<file path="src/rtl/circle_cmd_sched.sv">
// circle_cmd_sched: queues circle draw commands and issues them one at a time
// to the circle engine over a level start/done handshake.
// Optional feature macro: SKIP_OFFSCREEN_EN (drops commands whose circle lies
// entirely off the 160x120 screen and counts them on skipped_count).
//
// state       | meaning
// S_IDLE      | waiting for a queued command, the idle gap and circ_done low
// S_WAIT_DONE | circ_start held high, waiting for circ_done
// S_RELEASE   | circ_start dropped, waiting for circ_done to fall

module circle_cmd_sched #(
    parameter int DEPTH      = 4,
    parameter int GAP_CYCLES = 2
) (
    input  logic                     clk,
    input  logic                     rst_n,
    input  logic                     cmd_valid,
    output logic                     cmd_ready,
    input  logic [7:0]               cmd_centre_x,
    input  logic [6:0]               cmd_centre_y,
    input  logic [7:0]               cmd_radius,
    input  logic [2:0]               cmd_colour,
    output logic                     circ_start,
    input  logic                     circ_done,
    output logic [7:0]               circ_centre_x,
    output logic [6:0]               circ_centre_y,
    output logic [7:0]               circ_radius,
    output logic [2:0]               circ_colour,
    output logic                     busy,
    output logic [$clog2(DEPTH):0]   cmd_count,
`ifdef SKIP_OFFSCREEN_EN
    output logic [15:0]              skipped_count,
`endif
    output logic [15:0]              drawn_count
);

    localparam int AW = $clog2(DEPTH);
    localparam int CW = AW + 1;

    typedef enum logic [1:0] {
        S_IDLE      = 2'd0,
        S_WAIT_DONE = 2'd1,
        S_RELEASE   = 2'd2
    } state_t;

    state_t          state_q;
    logic [25:0]     mem_q [DEPTH];
    logic [AW-1:0]   wr_ptr_q, rd_ptr_q;
    logic [CW-1:0]   count_q;
    logic [7:0]      gap_q;

    logic            full, empty, push, pop, gap_ok;
    logic [7:0]      head_x;
    logic [6:0]      head_y;
    logic [7:0]      head_r;
    logic [2:0]      head_c;

    assign full      = (count_q == CW'(DEPTH));
    assign empty     = (count_q == '0);
    assign cmd_ready = !full;
    assign push      = cmd_valid && !full;
    assign gap_ok    = (gap_q >= 8'(GAP_CYCLES));
    // A pop is the issue decision itself; with skipping enabled it may discard.
    assign pop       = (state_q == S_IDLE) && !empty && gap_ok && !circ_done;
    assign busy      = (state_q != S_IDLE) || !empty;
    assign cmd_count = count_q;
    assign {head_x, head_y, head_r, head_c} = mem_q[rd_ptr_q];

`ifdef SKIP_OFFSCREEN_EN
    logic offscreen;
    // 9-bit compare so 160+r and 120+r never overflow.
    assign offscreen = ({1'b0, head_x} >= (9'd160 + {1'b0, head_r})) ||
                       ({2'b0, head_y} >= (9'd120 + {1'b0, head_r}));
`endif

    // FIFO storage; contents need no reset since occupancy gates every read.
    always_ff @(posedge clk) begin
        if (push) begin
            mem_q[wr_ptr_q] <= {cmd_centre_x, cmd_centre_y, cmd_radius, cmd_colour};
        end
    end

    // FIFO pointers and occupancy; pointers wrap naturally at power-of-2 DEPTH.
    always_ff @(posedge clk or negedge rst_n) begin
        if (!rst_n) begin
            wr_ptr_q <= '0;
            rd_ptr_q <= '0;
            count_q  <= '0;
        end else begin
            if (push) wr_ptr_q <= wr_ptr_q + AW'(1);
            if (pop)  rd_ptr_q <= rd_ptr_q + AW'(1);
            case ({push, pop})
                2'b10:   count_q <= count_q + CW'(1);
                2'b01:   count_q <= count_q - CW'(1);
                default: count_q <= count_q;
            endcase
        end
    end

    // Issue FSM with registered engine outputs, idle-gap counter and counters.
    always_ff @(posedge clk or negedge rst_n) begin
        if (!rst_n) begin
            state_q       <= S_IDLE;
            circ_start    <= 1'b0;
            circ_centre_x <= '0;
            circ_centre_y <= '0;
            circ_radius   <= '0;
            circ_colour   <= '0;
            drawn_count   <= '0;
            gap_q         <= 8'(GAP_CYCLES);
`ifdef SKIP_OFFSCREEN_EN
            skipped_count <= '0;
`endif
        end else begin
            case (state_q)
                S_IDLE: begin
                    if (pop) begin
`ifdef SKIP_OFFSCREEN_EN
                        if (offscreen) begin
                            skipped_count <= skipped_count + 16'd1;
                            gap_q         <= '0;
                        end else
`endif
                        begin
                            state_q       <= S_WAIT_DONE;
                            circ_start    <= 1'b1;
                            circ_centre_x <= head_x;
                            circ_centre_y <= head_y;
                            circ_radius   <= head_r;
                            circ_colour   <= head_c;
                        end
                    end else if (!gap_ok) begin
                        gap_q <= gap_q + 8'd1;
                    end
                end
                S_WAIT_DONE: begin
                    if (circ_done) begin
                        state_q     <= S_RELEASE;
                        circ_start  <= 1'b0;
                        drawn_count <= drawn_count + 16'd1;
                    end
                end
                S_RELEASE: begin
                    if (!circ_done) begin
                        state_q <= S_IDLE;
                        gap_q   <= '0;
                    end
                end
                default: begin
                    state_q    <= S_IDLE;
                    circ_start <= 1'b0;
                end
            endcase
        end
    end

endmodule

</file>
<file path="config.mk">
export PLATFORM = sky130hd
export DESIGN_NAME = circle_cmd_sched
export DESIGN_NICKNAME = d
export VERILOG_FILES = /design/src/rtl/circle_cmd_sched.sv
export SDC_FILE = /design/constraint.sdc
export NUM_CORES = 1
export LEC_CHECK = 0
export ABC_AREA = 1
export BUFFER_PORTS_ARGS = -buffer_cell sky130_fd_sc_hd__buf_2
export CAP_MARGIN = 25
export CORE_MARGIN = 2
export CORE_UTILIZATION = 40
export CTS_BUF_LIST = sky130_fd_sc_hd__clkbuf_8
export DETAILED_ROUTE_END_ITERATION = 16
export GPL_ROUTABILITY_DRIVEN = 0
export GPL_TIMING_DRIVEN = 0
export PLACE_DENSITY = 0.55
export REMOVE_ABC_BUFFERS = 1
export SYNTH_ARGS = -nofsm -noshare
export SYNTH_HDL_FRONTEND = slang
export SYNTH_SLANG_ARGS = --single-unit
</file>
<file path="constraint.sdc">
create_clock -name clk -period 3 [get_ports clk]
set_input_delay 0.6 -clock clk [delete_from_list [all_inputs] [get_ports clk]]
set_output_delay 0.6 -clock clk [all_outputs]
set_load 0.01 [all_outputs]
</file>
==> results.json <==
{
  "status": "completed",
  "vias_per_cell": 4.749,
  "final_antenna_net_count": 0,
  "clockBufferDepth": 2,
  "synth.distinct_cells": 29,
  "synth_area_per_cell_um2": 11.33,
  "arrival_ns": 3.08,
  "yosysWarnings": 0,
  "syn2layout_area_growth_pct": 15.36,
  "pin_count": 78,
  "path_cells": "ha_1 -> nor2_1 -> nand2_1 -> inv_1 -> nand2_1 -> nand2_4 -> clkinv_4 -> ha_1 -> inv_1 -> fa_1 -> a21oi_1 -> o21ai_0 -> xnor2_1",
  "die_h_um": 132.7,
  "htree_levels": 4,
  "route.vias.total": 4246,
  "timing.hold.ws_ns": 0.2406,
  "crit_type": "flip-flop to flip-flop",
  "synthDominantCellAreaShare_pct": 47.11,
  "endpoint_kind": "flip-flop",
  "netlist_area_um2": 6629,
  "cts_root_buf": "clkbuf_8",
  "port_buffers": 77,
  "max_clock_freq_mhz": 363.2,
  "setup_viol": 0,
  "synth_common_cells": "145 x nand2_1, 104 x edfxtp_1, 78 x nor2_1",
  "initial_utilization_pct": 40.40,
  "slew_headroom_pct": 33.20,
  "met1_usage_pct": 21.16,
  "grt_overflow": 0,
  "period_minus_slack_ns": 2.753,
  "antenna_found_initial": 1,
  "fin_setup_tns_ns": 0,
  "numCtsBuffers": 17,
  "synth-seq-cells": 164,
  "grt_use_met3_pct": 4.636,
  "synth_area_leader_cell": "edfxtp_1",
  "post_cts_resized": 0,
  "gr-max-usage-layer": "met2",
  "syn_inst": 585,
  "ir_worst_vdd_v": 0.0004688,
  "dieArea_um2": 17620,
  "synth_ff_type": "edfxtp_1",
  "period_share_pct": 91.78,
  "rows": 47,
  "crit_fanout": 33,
  "remaining_drc_errors": 0,
  "grt_pass1_wl_um": 21620,
  "p_leak_nw": 3.223,
  "tightest_slew_ns": 1.002,
  "hold_viol_final": 0,
  "critPathMaxStageDelay_ns": 0.57,
  "start_kind": "flip-flop",
  "dp_hpwl_um": 7783,
  "worstPathRequired_ns": 3.33,
  "postCtsHoldBufs": 0,
  "ys_seq_area_share_pct": 69.78,
  "drt_first_pass_iters": 4,
  "cts_sinks": 164,
  "core-area_um2": 16410,
  "ys_top_cells_by_area": "edfxtp_1 47%, dfrtp_1 22%, nand2_1 8.2%, nor2_1 4.4%, o21ai_0 4.2%",
  "die_w_um": 132.7,
  "async_reset_ff_share_pct": 36.59,
  "grt_max_degree": 61,
  "drv_slew": 0,
  "drive_above_1_share_pct": 18.57,
  "wl_per_cell_um": 15.22,
  "grt_util_met2_pct": 25.76,
  "grt_pass1_vias": 4161,
  "fin_nets": 699,
  "yosysMostFrequentCell": "nand2_1",
  "totalWireLength_um": 13610,
  "clk_latency_ns": 0.45,
  "powerDensity_nw_per_um2": 956.2,
  "drt-initial-drc-count": 317,
  "crit_slowest_cell": "dfstp_2",
  "cts_tree": "built",
  "grt_use_total_pct": 16.16,
  "synth_edf_count": 104,
  "cts_setup_buffers": 0,
  "drv_cap": 0,
  "fin_skew_ns": 0.01191,
  "rsz0062_at_grt": "no",
  "clk_pin_slew_worst_paths_ns": 0.08,
  "hold_class": "input port to async pin"
}
## path summary, 6_finish.rpt
path / endpoint / slack [ns] / start / depth (start not counted)
max: cmd_count[2] / 0.25 / gap_q[1] / 13
min: gap_q[0] / 0.24 / rst_n / 1
max reg2reg: cmd_count[2] / 0.25 / gap_q[1] / 13
min reg2reg: gap_q[5] / 0.47 / gap_q[5] / 2
max in group asynchronous: rd_ptr_q[0] / 2.20 / rst_n / 1
min in group clk: mem_q[0][10] / 0.36 / cmd_radius[7] / 1
## placed cells by master (no fill, tap or decap), types with 4 or more instances in the layout
master | Yosys | routed
nand2_1 | 145 | 145
edfxtp_1 | 104 | 104
buf_2 | 9 | 76
nor2_1 | 78 | 74
dfrtp_1 | 59 | 58
o21ai_0 | 56 | 56
inv_1 | 35 | 36
o22ai_1 | 26 | 26
clkbuf_8 | 0 | 19
xor2_1 | 9 | 9
nand3_1 | 8 | 8
ha_1 | 8 | 8
nor2_4 | 2 | 6
o21ai_1 | 6 | 6
nand4_1 | 5 | 5
clkinv_4 | 1 | 4
xnor2_1 | 4 | 4
## stage by stage
stage	total power [mW]	setup slack [ns]	util, %	std cells	cell area [µm²]
after floorplan	4.799	0.6123	-	564	6516
after global placement	5.599	-0.4357	43.74	861	7177
after detailed placement	5.690	0.1737	43.95	861	7211
after CTS	7.416	0.1927	46.60	893	7645
after global routing	7.847	0.02029	46.60	893	7645
final	7.313	0.2467	46.61	894	7647
## sequential cells by signal, summed over array words and instances, names as in the netlist
name,cells
circ_centre_y,7
circ_centre_x,8
gap_q,8
mem_q,104
circ_radius,8
wr_ptr_q,2
state_q,2
circ_start,1
circ_colour,3
drawn_count,16
cmd_count,3
rd_ptr_q,2
## cell families (layout without fill, tap and decap cells)
kind of cell / Yosys count / count (layout) / share of synthesized area, %
AOI/OAI and AO/OA: 92 / 92 / 7.475
xor gates and xnor gates: 13 / 13 / 1.718
DFF: 164 / 164 / 69.78
and+or+nand+nor: 248 / 248 / 15.29
other: 0 / 1 / 0
buffers and inverters: 59 / 147 / 3.926
adders and majority gates: 9 / 9 / 1.812
## worst max-delay path: cells and delay by family (launching register included)
kind | cells | cell delay [ns]
AOI/OAI and AO/OA | 2 | 0.25
xor gates and xnor gates | 1 | 0.14
adders and majority gates | 3 | 0.72
buffers and inverters | 3 | 0.43
DFF | 1 | 0.57
and+or+nand+nor | 4 | 0.50
## power by group
group / leakage (nW) / internal [mW] / switching (mW)
combinational: 1.30 / 0.737 / 1.41
sequential: 1.71 / 3.02 / 0.432
clock: 0.217 / 0.882 / 0.830
total: 3.22 / 4.64 / 2.68
## final cells by class
cell class | count | area, µm²
Clock buffer | 19 | 261.5
Timing Repair Buffer | 77 | 387.9
Antenna cell | 1 | 2.502
Fill cell | 1535 | 8760
Multi-Input combinational cell | 362 | 1773
Clock inverter | 13 | 172.7
Tap cell | 220 | 275.3
Inverter | 38 | 147.6
Sequential cell | 164 | 4627
## routing by layer
layer / vias up / routed length (µm)
li1: 2121 / -
met4: 0 / 100
met5: - / 0
met3: 6 / 803
met1: 2029 / 6066
met2: 90 / 6641
Power figures use the tool's default switching activity.
